### src/rtl/grid_sequencer_if.sv
// Pattern stream handshake carrying one 2-bit cell state per beat into grid_sequencer.
interface grid_sequencer_if;
   logic       patValid;
   logic [1:0] patData;
   logic       patReady;

   modport master (output patValid, output patData, input patReady);
   modport slave  (input patValid, input patData, output patReady);
endinterface

### src/rtl/grid_sequencer.sv
// Cellular-grid sequencer: streams a pattern into the cells, then clocks generations.
// Optional generation limit enabled by defining GRID_SEQUENCER_GEN_LIMIT_EN.
module grid_sequencer #(
   parameter int CELLS = 64,
   parameter int DIV   = 4,
   parameter int GEN_W = 16
) (
   input  logic                     clock,
   input  logic                     reset,
   input  logic                     start,
   input  logic                     stop,
   grid_sequencer_if.slave          pat,
   input  logic [GEN_W-1:0]         maxGen,
   output logic [$clog2(CELLS)-1:0] loadAddr,
   output logic [1:0]               loadVal,
   output logic                     load,
   output logic                     dividedClock,
   output logic                     enTimeStep,
   output logic [GEN_W-1:0]         generation,
   output logic                     done,
   output logic [1:0]               state
);

   localparam int AW = $clog2(CELLS);
   localparam int CW = (DIV > 1) ? $clog2(DIV) : 1;

   localparam logic [1:0]       ST_IDLE   = 2'd0;
   localparam logic [1:0]       ST_LOAD   = 2'd1;
   localparam logic [1:0]       ST_RUN    = 2'd2;
   localparam logic [AW-1:0]    LAST_ADDR = AW'(CELLS - 1);
   localparam logic [AW-1:0]    ADDR_ONE  = AW'(1);
   localparam logic [CW-1:0]    CNT_TOP   = CW'(DIV - 1);
   localparam logic [CW-1:0]    CNT_ONE   = CW'(1);
   localparam logic [GEN_W-1:0] GEN_ONE   = GEN_W'(1);

   logic [1:0]       state_r;
   logic [1:0]       state_nxt_s;
   logic [AW-1:0]    addr_r;
   logic [AW-1:0]    addr_s;
   logic [1:0]       val_r;
   logic [1:0]       val_s;
   logic             load_r;
   logic             load_s;
   logic             div_clk_r;
   logic             div_s;
   logic             en_step_r;
   logic             en_s;
   logic [GEN_W-1:0] gen_r;
   logic [GEN_W-1:0] gen_s;
   logic [GEN_W-1:0] gen_inc_s;
   logic             done_r;
   logic             done_s;
   logic             ready_r;
   logic             ready_s;
   logic [CW-1:0]    cnt_r;
   logic [CW-1:0]    cnt_s;
   logic             limit_hit_s;
   logic             limit_stop_s;

   assign gen_inc_s = gen_r + GEN_ONE;

`ifdef GRID_SEQUENCER_GEN_LIMIT_EN
   // done is registered alongside the limiting increment; the FSM leaves RUN on the cycle after
   assign limit_hit_s  = (maxGen != {GEN_W{1'b0}}) && (gen_inc_s == maxGen);
   assign limit_stop_s = done_r;
`else
   logic unused_max_gen_s;
   assign unused_max_gen_s = ^maxGen;
   assign limit_hit_s      = 1'b0;
   assign limit_stop_s     = 1'b0;
`endif

   // State register
   always_ff @(posedge clock) begin
      if (!reset) begin
         state_r <= ST_IDLE;
      end else begin
         state_r <= state_nxt_s;
      end
   end

   // Next-state decode; stop outranks start and completion
   always_comb begin
      state_nxt_s = state_r;
      case (state_r)
         ST_IDLE: begin
            if (start && !stop) begin
               state_nxt_s = ST_LOAD;
            end else begin
               state_nxt_s = ST_IDLE;
            end
         end
         ST_LOAD: begin
            if (stop) begin
               state_nxt_s = ST_IDLE;
            end else if (div_clk_r && (addr_r == LAST_ADDR)) begin
               state_nxt_s = ST_RUN;
            end else begin
               state_nxt_s = ST_LOAD;
            end
         end
         ST_RUN: begin
            if (stop || limit_stop_s) begin
               state_nxt_s = ST_IDLE;
            end else begin
               state_nxt_s = ST_RUN;
            end
         end
         default: begin
            state_nxt_s = ST_IDLE;
         end
      endcase
   end

   // Next values of the registered outputs, divider and load address
   always_comb begin
      addr_s  = addr_r;
      val_s   = val_r;
      load_s  = 1'b0;
      div_s   = 1'b0;
      en_s    = 1'b0;
      gen_s   = gen_r;
      done_s  = 1'b0;
      ready_s = 1'b0;
      cnt_s   = {CW{1'b0}};
      case (state_r)
         ST_IDLE: begin
            if (start && !stop) begin
               addr_s  = {AW{1'b0}};
               gen_s   = {GEN_W{1'b0}};
               ready_s = 1'b1;
            end else begin
               addr_s  = addr_r;
            end
         end
         ST_LOAD: begin
            if (stop) begin
               addr_s = {AW{1'b0}};
            end else if (div_clk_r) begin
               // Pulse cycle of an accepted beat: advance, or hand over to RUN after the last cell
               if (addr_r == LAST_ADDR) begin
                  addr_s = {AW{1'b0}};
                  load_s = 1'b1;
               end else begin
                  addr_s  = addr_r + ADDR_ONE;
                  ready_s = 1'b1;
               end
            end else if (pat.patValid && ready_r) begin
               val_s = pat.patData;
               div_s = 1'b1;
            end else begin
               ready_s = 1'b1;
            end
         end
         ST_RUN: begin
            if (stop || limit_stop_s) begin
               addr_s = {AW{1'b0}};
            end else begin
               load_s = 1'b1;
               if (cnt_r == CNT_TOP) begin
                  div_s = !div_clk_r;
                  // Each rising edge of the cell clock is one generation
                  if (!div_clk_r) begin
                     en_s   = 1'b1;
                     gen_s  = gen_inc_s;
                     done_s = limit_hit_s;
                  end else begin
                     en_s   = 1'b0;
                  end
               end else begin
                  cnt_s = cnt_r + CNT_ONE;
                  div_s = div_clk_r;
               end
            end
         end
         default: begin
            addr_s = {AW{1'b0}};
         end
      endcase
   end

   // Output and datapath registers
   always_ff @(posedge clock) begin
      if (!reset) begin
         addr_r    <= {AW{1'b0}};
         val_r     <= 2'b00;
         load_r    <= 1'b0;
         div_clk_r <= 1'b0;
         en_step_r <= 1'b0;
         gen_r     <= {GEN_W{1'b0}};
         done_r    <= 1'b0;
         ready_r   <= 1'b0;
         cnt_r     <= {CW{1'b0}};
      end else begin
         addr_r    <= addr_s;
         val_r     <= val_s;
         load_r    <= load_s;
         div_clk_r <= div_s;
         en_step_r <= en_s;
         gen_r     <= gen_s;
         done_r    <= done_s;
         ready_r   <= ready_s;
         cnt_r     <= cnt_s;
      end
   end

   assign pat.patReady = ready_r;
   assign loadAddr     = addr_r;
   assign loadVal      = val_r;
   assign load         = load_r;
   assign dividedClock = div_clk_r;
   assign enTimeStep   = en_step_r;
   assign generation   = gen_r;
   assign done         = done_r;
   assign state        = state_r;

endmodule
### src/flat_wrapper.sv
// flat-port wrapper written by rule: the top's interface ports become plain ports
module grid_sequencer_flat 
#(
   parameter int CELLS = 64,
   parameter int DIV   = 4,
   parameter int GEN_W = 16
)
  (clock, reset, start, stop, maxGen, loadAddr, loadVal, load, dividedClock, enTimeStep, generation, done, state, pat_patValid, pat_patData, pat_patReady);
  grid_sequencer_if pat_i ();
  input  logic clock;
  input  logic reset;
  input  logic start;
  input  logic stop;
  input  logic [GEN_W-1:0] maxGen;
  output logic [$clog2(CELLS)-1:0] loadAddr;
  output logic [1:0] loadVal;
  output logic load;
  output logic dividedClock;
  output logic enTimeStep;
  output logic [GEN_W-1:0] generation;
  output logic done;
  output logic [1:0] state;
  input wire logic [$bits(pat_i.patValid)-1:0] pat_patValid;
  input wire logic [$bits(pat_i.patData)-1:0] pat_patData;
  output wire logic [$bits(pat_i.patReady)-1:0] pat_patReady;
  assign pat_i.patValid = pat_patValid;
  assign pat_i.patData = pat_patData;
  assign pat_patReady = pat_i.patReady;
  grid_sequencer #(.CELLS(CELLS), .DIV(DIV), .GEN_W(GEN_W)) u_core (.clock(clock), .reset(reset), .start(start), .stop(stop), .pat(pat_i), .maxGen(maxGen), .loadAddr(loadAddr), .loadVal(loadVal), .load(load), .dividedClock(dividedClock), .enTimeStep(enTimeStep), .generation(generation), .done(done), .state(state));
endmodule
### config.mk
export PLATFORM = sky130hd
export DESIGN_NAME = grid_sequencer_flat
export DESIGN_NICKNAME = d
export VERILOG_FILES = /design/src/rtl/grid_sequencer_if.sv /design/src/rtl/grid_sequencer.sv /design/src/flat_wrapper.sv
export SDC_FILE = /design/constraint.sdc
export NUM_CORES = 1
export LEC_CHECK = 0
export ABC_AREA = 1
export BUFFER_PORTS_ARGS = -buffer_cell sky130_fd_sc_hd__buf_2
export CELL_PAD_IN_SITES_DETAIL_PLACEMENT = 1
export CELL_PAD_IN_SITES_GLOBAL_PLACEMENT = 1
export CORE_UTILIZATION = 31
export DETAILED_ROUTE_END_ITERATION = 16
export MAX_ROUTING_LAYER = met4
export PLACE_DENSITY_LB_ADDON = 0.1
export SLEW_MARGIN = 10
export SYNTH_ARGS = -nofsm -noshare
export SYNTH_HDL_FRONTEND = slang
export SYNTH_SLANG_ARGS = --single-unit
### constraint.sdc
create_clock -name clock -period 1.5 [get_ports clock]
set_input_delay 0.225 -clock clock [delete_from_list [all_inputs] [get_ports clock]]
set_output_delay 0.225 -clock clock [all_outputs]
set_load 0.005 [all_outputs]
==> results.toml, run 1 <==
[finish]
nets = 358
final_common_cell = "nand2_1"
area_delta_synth_final_pct = 44.80
layout-drive-gt1-share_pct = 39.21
fillCellCount = 709
mostFrequentLayoutCells = "nand2_1 (42), nor2_1 (40), buf_2 (36), buf_4 (36), dfxtp_1 (30)"
antennaDiodeCount = 0

[drt]
drt_iter0_drc = 42
drtPass1Iterations = 4
postRouteAntennaNets = 0
avgRoutedWirePerCell_um = 12.42
avgViaCountPerCell = 4.541
drcViolationCount = 0
vias = 1812
wl_um = 4955

[sta]
clock_skew_ns = 0.009822
setup_viol = 1
holdWs_ns = 0.1709
tns_ns = -0.01250
layout_worst_path_cycle_share_pct = 100.8
fmax_mhz = 661.2
min_period_ns = 1.512
hold_viol = 0
layout_setup_ws_ns = -0.01250
rsz0062_at_grt = "true"
final_max_slew_viol_count = 0

[synth]
ys_ff_latch = 32
syn_avg_cell_area_um2 = 6.854
seq_area_frac_synth_pct = 37.24
syn_area_um2 = 1720
synthDistinctLibCells = 30
netlist_instances = 251
yosysWarnings = 0
syn-num-nets = 281

[global_routing]
grt_max_degree = 14
grt_pass1_vias = 1832
grt_pass1_wl_um = 8500
grt_overflow = 0
antenna_found_initial = 0
grt_usage_pct = 18.61

[floorplanning]
row_count = 26
die_x_um = 76.50
dieArea_um2 = 5851
start_util_pct = 32.85
die_h_um = 76.50
io_pins = 54
core_um2 = 5238

[clock_tree]
cts-buffers-inserted = 5
cts_max_level = 2
clockBufferDepth = 2
cts_root_buffer = "clkbuf_8"
cts_tree = "built"
path_clk_slew_ns = 0.07
numClockSinks = 32
worstSkewPairLatency_ns = 0.29

[setup_path]
start_kind = "flop"
critPathArrivalTime_ns = 1.70
critPathRequiredTime_ns = 1.68
setup.worst_path.end_class = "flop"
crit_fanout = 6
critPathKind = "reg2reg"

[outcome]
violations = "setup timing"
outcome = "finished with violations"

[hold_path]
hp-class = "in2reg"

[place]
io_buffers = 36
dp_hpwl_um = 3651
gp_congestion = 0.8049

[pwr]
pwr-share-comb_pct = 12.4
netSwitchingFraction_pct = 25.34
p_clk_share_pct = 38.6
switchingPower_w = 0.0004506
pwr-share-seq_pct = 49.0
ir_drop_uv = 353.2
power.density_nw_per_um2 = 713.8
p_int_w = 0.001328
total_leakage_power_nw = 1.153

[run]
maxCapViolCount = 0
## registers in the layout, summed over array words and instances (netlist names)
name / cells
u_core.pat.patReady: 1
u_core.cnt_r: 2
u_core.load: 1
u_core.state: 2
u_core.loadVal: 2
u_core.generation: 16
u_core.dividedClock: 1
u_core.loadAddr: 6
u_core.enTimeStep: 1
## worst max-delay path: stages (launching register included)
cell and delay [ns]:
dfxtp_2 0.35, inv_4 0.05, ha_4 0.17, buf_4 0.14, o21ai_2 0.08, nand3_4 0.13, nor2_4 0.21, nand2_2 0.08
nand2_2 0.06, nand2_1 0.05, nand2_1 0.05, inv_1 0.04
## cell usage after synthesis
master,n,area share (%)
a31oi_1,1,0.36
nor2_2,2,0.73
nand2_1,48,10
nor2_4,4,2.6
inv_1,32,7.0
and3_1,1,0.36
inv_2,3,0.65
nand3_4,1,1.0
nand2_2,4,1.5
o21a_1,1,0.44
nand3_1,13,3.8
o221ai_1,1,0.51
o21ai_2,1,0.51
a21oi_1,17,4.9
o22ai_1,1,0.36
nor3_1,4,1.2
buf_4,2,0.87
nand3_2,1,0.58
nor2_1,49,11
nand4_1,8,2.9
xor2_1,1,0.51
conb_1,1,0.22
ha_1,7,5.1
nand2_4,1,0.65
clkbuf_1,1,0.22
o21ai_1,3,0.87
or2_2,2,0.73
dfxtp_1,32,37
o21ai_0,8,2.3
o211ai_2,1,0.73
## per-layer routing
layer | global-route usage, % | part of all wire [%] | up-vias | wire (um)
met5 | - | 0 | - | 0
met4 | 5.769 | 1.4 | 0 | 68
met3 | 3.593 | 3.0 | 7 | 147
met2 | 29.01 | 44 | 28 | 2188
met1 | 24.20 | 51 | 818 | 2551
li1 | - | - | 959 | -
## through the flow
stage                     total power [W]  setup WS, ns  instance area (um2)  std cells  utilization, %
after floorplan                 0.0009992       0.02658                 1725        251               -
after global placement           0.001069      -0.06015                 2192        383           41.85
after detailed placement         0.001071      -0.08174                 2192        383           41.85
after CTS                        0.001789      -0.02976                 2370        396           45.25
after global routing             0.001885       -0.1315                 2491        399           47.56
final                            0.001778      -0.01250                 2491        399           47.56
## worst paths after layout
check                           slack [ns]                   end       startpoint  depth (start not counted)
worst max-delay path                 -0.01  u_core.generation[9]  u_core.state[0]                         11
worst min-delay path                  0.17     u_core.loadVal[0]   pat_patData[0]                          3
worst min register to register        0.43       u_core.cnt_r[0]  u_core.cnt_r[0]                          1
worst max register to register       -0.01  u_core.generation[9]  u_core.state[0]                         11
## cells by family (layout without fill, tap and decap cells)
logic type | Yosys count | count (layout) | synth area share [%]
AO/OA/AOI/OAI | 34 | 34 | 11.05
other | 1 | 1 | 0.2180
buffers and inverters | 38 | 116 | 8.727
adder cells (fa/ha/maj) | 7 | 7 | 5.091
XOR/XNOR | 1 | 1 | 0.5092
flip-flops | 32 | 32 | 37.24
AND/OR/NAND/NOR | 138 | 138 | 37.16
## power by group through the flow
stage                     registers (W)  clock network (W)  logic, W
final                          0.000871           0.000687  0.000220
after global routing           0.000873           0.000768  0.000244
after CTS                      0.000870           0.000721  0.000198
after detailed placement       0.000891                  0  0.000180
after global placement         0.000891                  0  0.000178
after floorplan                0.000892                  0  0.000107
## final cells by class
class	instances	area [um2]	share of cell area, %
Clock buffer	8	90.09	3.616
Tap cell	70	87.58	3.516
Sequential cell	32	645.6	25.92
Inverter	35	141.4	5.676
Timing Repair Buffer	72	450.4	18.08
Timing Repair inverter	1	5.005	0.2009
Multi-Input combinational cell	181	1071	42.99
## timing repair
action	CTS	global route
endpoints found under the setup margin	19	27
pin swaps	7	18
cloned	0	1
setup buffers	5	2
resized for setup	15	33
hold buffers	0	0
(Power assumes the default switching activity.)
==> run 2, diff against run 1 <==
--- a/config.mk
+++ b/config.mk
@@ -5,11 +5,10 @@
 export SDC_FILE = /design/constraint.sdc
 export NUM_CORES = 1
 export LEC_CHECK = 0
-export ABC_AREA = 1
 export BUFFER_PORTS_ARGS = -buffer_cell sky130_fd_sc_hd__buf_2
 export CELL_PAD_IN_SITES_DETAIL_PLACEMENT = 1
 export CELL_PAD_IN_SITES_GLOBAL_PLACEMENT = 1
-export CORE_UTILIZATION = 31
+export CORE_UTILIZATION = 33
 export DETAILED_ROUTE_END_ITERATION = 16
 export MAX_ROUTING_LAYER = met4
 export PLACE_DENSITY_LB_ADDON = 0.1
==> run 2 against run 1 <==
Net effect: the run still ends with setup timing left; sequential share of layout area down 0.98 points; hold slack better by 0.021 ns; global-route usage rose by 5.0 points; routed wire length grew 22%; utilization increased by 6.9 points; critical path type unchanged.
==> results.toml, run 2 <==
[outcome]
outcome = "finished with violations"
violations = "setup timing"

[drt]
vias = 1869
wl_um = 6021
drt_iter0_drc = 81
drtPass1Iterations = 4
avgViaCountPerCell = 5.417
postRouteAntennaNets = 0
drcViolationCount = 0
avgRoutedWirePerCell_um = 17.45

[sta]
final_max_slew_viol_count = 0
hold_viol = 0
setup_viol = 21
min_period_ns = 1.682
holdWs_ns = 0.1916
clock_skew_ns = 0.01010
fmax_mhz = 594.4
layout_worst_path_cycle_share_pct = 112.2
layout_setup_ws_ns = -0.1824
rsz0062_at_grt = "true"

[synth]
netlist_instances = 195
synth.top_cell.area_share_pct = 38.29
synth_area_leaders = "dfxtp_1 (38%), ha_1 (5.2%), o31ai_1 (4.5%)"
synthFlopType = "dfxtp_1"
synthDistinctLibCells = 45
ys_ff_latch = 32
syn_avg_cell_area_um2 = 8.579
yosysWarnings = 0
synth.most_common_cell = "dfxtp_1"
syn-num-nets = 225
seq_area_frac_synth_pct = 38.29
synthTopCellsByCount = "dfxtp_1 (32), nand2_1 (18), a21oi_1 (14), nor2_1 (12)"
yosysTopAreaCell = "dfxtp_1"
synth-edff-count = 0
syn_area_um2 = 1673
async_flop_share_pct = 0

[clock_tree]
hold_buffers = 0
cts_root_buffer = "clkbuf_8"
worstSkewPairLatency_ns = 0.29
numClockSinks = 32
cts-buffers-inserted = 5
cts_max_level = 2
cts_tree = "built"
clockBufferDepth = 2
path_clk_slew_ns = 0.07

[global_routing]
grt_pass1_vias = 2006
grt_pass1_wl_um = 9370
antenna_found_initial = 0
grt_max_degree = 16
grt_overflow = 0
grt_usage_pct = 23.63

[pwr]
ir_drop_uv = 348.6
total_leakage_power_nw = 1.035
totalPowerFinal_w = 0.001704
power.density_nw_per_um2 = 653.3

[finish]
antennaDiodeCount = 0
final_area_um2 = 2609
final_common_cell = "buf_4"
area_delta_synth_final_pct = 55.95
mostFrequentLayoutCells = "buf_4 (43), buf_2 (36), dfxtp_1 (28)"
nets = 308
layout-drive-gt1-share_pct = 49.28
largest_reg_flops = 16

[floorplanning]
dieArea_um2 = 5358
die_x_um = 73.20
io_pins = 54
die_h_um = 73.20
core_um2 = 4786
row_count = 25
start_util_pct = 34.95

[place]
placed_area_um2 = 2228
gp_congestion = 0.8124
io_buffers = 36
dp_hpwl_um = 4076
pre_cts_slack_ns = -0.2513

[setup_path]
critPathKind = "reg2reg"
critPathRequiredTime_ns = 1.72
critPathArrivalTime_ns = 1.90
startpoint = "u_core.state[1]"
setup.worst_path.end_class = "flop"
reg2reg_from = "u_core.state[1]"
crit_fanout = 5
start_kind = "flop"

[run]
maxCapViolCount = 0

[hold_path]
holdCritStartpoint = "pat_patData[1]"
hp-class = "in2reg"
run 2: cell type report:
class | count | area, um2
Clock buffer | 6 | 72.57
Clock inverter | 1 | 5.005
Fill cell | 575 | 2177
Inverter | 11 | 46.29
Multi-Input combinational cell | 145 | 1202
Sequential cell | 32 | 650.6
Tap cell | 67 | 83.83
Timing Repair Buffer | 83 | 548.0
run 2: cells by family (layout without fill, tap and decap cells):
family | count (synthesis) | in the layout | synth area share, %
AO/OA/AOI/OAI | 45 | 47 | 19.00
multiplexers | 5 | 5 | 3.291
AND/OR/NAND/NOR | 84 | 84 | 27.67
XOR/XNOR | 1 | 1 | 0.5237
other | 1 | 1 | 0.2242
adder cells (fa/ha/maj) | 7 | 7 | 5.235
buffers and inverters | 20 | 101 | 5.758
flip-flops | 32 | 32 | 38.29
run 2: through the flow:
stage	cells	utilization [%]	TNS (ns)
2_1_floorplan	195	-	-0.7889
3_3_place_gp	328	46.56	-1.073
3_5_place_dp	328	46.56	-2.211
4_1_cts	343	51.24	-1.925
5_1_grt	345	54.51	-3.380
6_report	345	54.51	-2.209
run 2: routing by layer:
metal	up-vias	GRT usage (%)	share of wire, %
li1	896	-	-
met2	35	42.70	55
met5	-	-	0
met1	930	26.35	41
met4	0	8.497	1.1
met3	8	3.177	2.7
run 2: power by group:
group          leakage (nW)  internal [W]  total [W]  switching (W)
logic                 0.733     0.0000917   0.000204       0.000112
registers             0.261      0.000853   0.000858     0.00000532
clock network        0.0410      0.000315   0.000643       0.000327
total                  1.03       0.00126    0.00170       0.000445
run 2: worst max-delay path: stages, from the launching register on:
cell and delay (ns):
dfxtp_4 0.38, inv_4 0.04, ha_4 0.15, mux2_4 0.27
o2111ai_4 0.17, or4_4 0.46, a21oi_2 0.13
run 2: worst paths after layout:
check,slack [ns],cells after the start,endpoint
max,-0.18,6,u_core.generation[12]
min,0.19,3,u_core.loadVal[1]
max reg2reg,-0.18,6,u_core.generation[12]
min reg2reg,0.45,1,u_core.cnt_r[0]
run 2: what timing repair did:
action / in CTS / in global routing
buffers inserted: 6 / 3
pin swaps: 4 / 4
gates cloned: 2 / 0
endpoints found under the setup margin: 23 / 28
gates resized for setup: 17 / 34
==> run 3, diff against run 2 <==
--- a/config.mk
+++ b/config.mk
@@ -12,6 +12,7 @@
 export DETAILED_ROUTE_END_ITERATION = 16
 export MAX_ROUTING_LAYER = met4
 export PLACE_DENSITY_LB_ADDON = 0.1
+export SKIP_LAST_GASP = 1
 export SLEW_MARGIN = 10
 export SYNTH_ARGS = -nofsm -noshare
 export SYNTH_HDL_FRONTEND = slang
==> run 3 against run 2 <==
Net effect: the run still ends with setup timing left; first-iteration DRC count up 2.5%; non-clock buffer count unchanged; final cell count unchanged; routed wire length down 0.13%; flip-flop and latch count unchanged; critical path type unchanged; largest cell class unchanged; highest routed layer unchanged.
==> results.toml, run 3 (same netlist as run 2, synthesis figures left out) <==
[pwr]
ir_drop_uv = 348.9
power.density_nw_per_um2 = 653.8
total_leakage_power_nw = 1.035

[place]
placed_area_um2 = 2228
dp_cells = 328
dp_hpwl_um = 4076
gp_congestion = 0.8124
io_buffers = 36

[setup_path]
crit_path_cell_trace = "inv_4 -> ha_4 -> mux2_4 -> o2111ai_4 -> or4_4 -> a21oi_2"
critPathArrivalTime_ns = 1.90
path_depth = 6
setup.worst_path.end_class = "flop"
cpPeakStageDelay_ns = 0.46
critPathRequiredTime_ns = 1.72
startpoint = "u_core.state[1]"
cp_top_family = "simple AND/OR/NAND/NOR gates"
r2r-end = "u_core.generation[12]"
start_kind = "flop"
slowest_stage = "or4_4"
r2r_cells = 6
crit_path_end = "u_core.generation[12]"
r2r_slack_ns = -0.18
critPathBufInv = 1
reg2reg_from = "u_core.state[1]"
crit_fanout = 5
critPathKind = "reg2reg"

[global_routing]
grt_usage_pct = 23.63
grt_overflow = 0
grt_max_degree = 16
grt_pass1_vias = 2006
grt_pass1_wl_um = 9370
antenna_found_initial = 0

[clock_tree]
cts_tree = "built"
path_clk_slew_ns = 0.07
cts_max_level = 2
clockBufferDepth = 2
cts-buffers-inserted = 5
hold_buffers = 0
worstSkewPairLatency_ns = 0.29
numClockSinks = 32
cts_root_buffer = "clkbuf_8"

[sta]
hold_viol = 0
clock_skew_ns = 0.01048
layout_worst_path_cycle_share_pct = 112.1
setup_viol = 21
fmax_mhz = 594.9
layout_setup_ws_ns = -0.1811
min_period_ns = 1.681
tns_ns = -2.210
holdWs_ns = 0.1909
rsz0062_at_grt = "true"
final_max_slew_viol_count = 0

[floorplanning]
die_x_um = 73.20
die_h_um = 73.20
start_util_pct = 34.95
core_um2 = 4786
io_pins = 54
dieArea_um2 = 5358
row_count = 25

[drt]
drt_iter0_drc = 83
avgViaCountPerCell = 5.400
drtPass1Iterations = 4
drcViolationCount = 0
wl_um = 6013
avgRoutedWirePerCell_um = 17.43
vias = 1863
postRouteAntennaNets = 0

[outcome]
outcome = "finished with violations"
violations = "setup timing"

[finish]
layout.cells.non_filler = 345
final_common_cell = "buf_4"
area_delta_synth_final_pct = 55.95
antennaDiodeCount = 0
mostFrequentLayoutCells = "buf_4 (43), buf_2 (36), dfxtp_1 (28)"
layout-drive-gt1-share_pct = 49.28
nets = 308
largest_reg_flops = 16
final_area_um2 = 2609

[hold_path]
hp-class = "in2reg"
hold_depth = 3

[run]
maxCapViolCount = 0
run 3: cell counts in the layout (fill, tap and decap cells not counted):
Identical to the previous run, type by type.
run 3: worst min path at each step:
stage,from,to,slack (ns)
2_1_floorplan,pat_patData[0],u_core.loadVal[0],0.37
4_1_cts,pat_patData[1],u_core.loadVal[1],0.20
3_3_place_gp,u_core.cnt_r[0],u_core.cnt_r[0],0.41
3_5_place_dp,u_core.cnt_r[0],u_core.cnt_r[0],0.43
5_1_grt,pat_patData[0],u_core.loadVal[0],0.23
6_report,pat_patData[1],u_core.loadVal[1],0.19
run 3: repair_timing:
item | in CTS | in global routing
endpoints found under the setup margin | 23 | 28
setup buffers | 6 | 3
gates resized for setup | 17 | 34
gates cloned | 2 | 0
pin swaps | 4 | 4
run 3: power breakdown:
group	internal [W]	switching, W	total (W)	leakage [nW]
clock network	0.000315	0.000328	0.000644	0.0410
logic	0.0000918	0.000112	0.000204	0.733
registers	0.000853	0.00000532	0.000858	0.261
total	0.00126	0.000446	0.00171	1.03
run 3: metal layers:
layer  GRT usage (%)  vias up  routed length [um]
met5               -        -                   0
met4           8.497        0                  68
li1                -      892                   -
met2           42.70       42                3268
met3           3.177        8                 169
met1           26.35      921                2507
run 3: stage by stage:
stage / utilization [%] / power [W] / worst slack (ns)
2_1_floorplan: - / 0.0009616 / -0.1190
3_3_place_gp: 46.56 / 0.001025 / -0.1280
3_5_place_dp: 46.56 / 0.001033 / -0.2513
4_1_cts: 51.24 / 0.001685 / -0.1754
5_1_grt: 54.51 / 0.001756 / -0.2367
6_report: 54.51 / 0.001706 / -0.1811
run 3: area by class of cell:
| type | instances | area, um2 |
|---|---|---|
| clock inverter | 1 | 5.005 |
| fill | 575 | 2177 |
| sequential | 32 | 650.6 |
| clock buffer | 6 | 72.57 |
| timing repair buffer | 83 | 548.0 |
| tap | 67 | 83.83 |
| multi-input combinational | 145 | 1202 |
| inverter | 11 | 46.29 |
run 3: tightest hold or removal path, stage by stage:
cell	delay (ns)
buf_2	0.08
mux2i_1	0.06
nor2_1	0.08
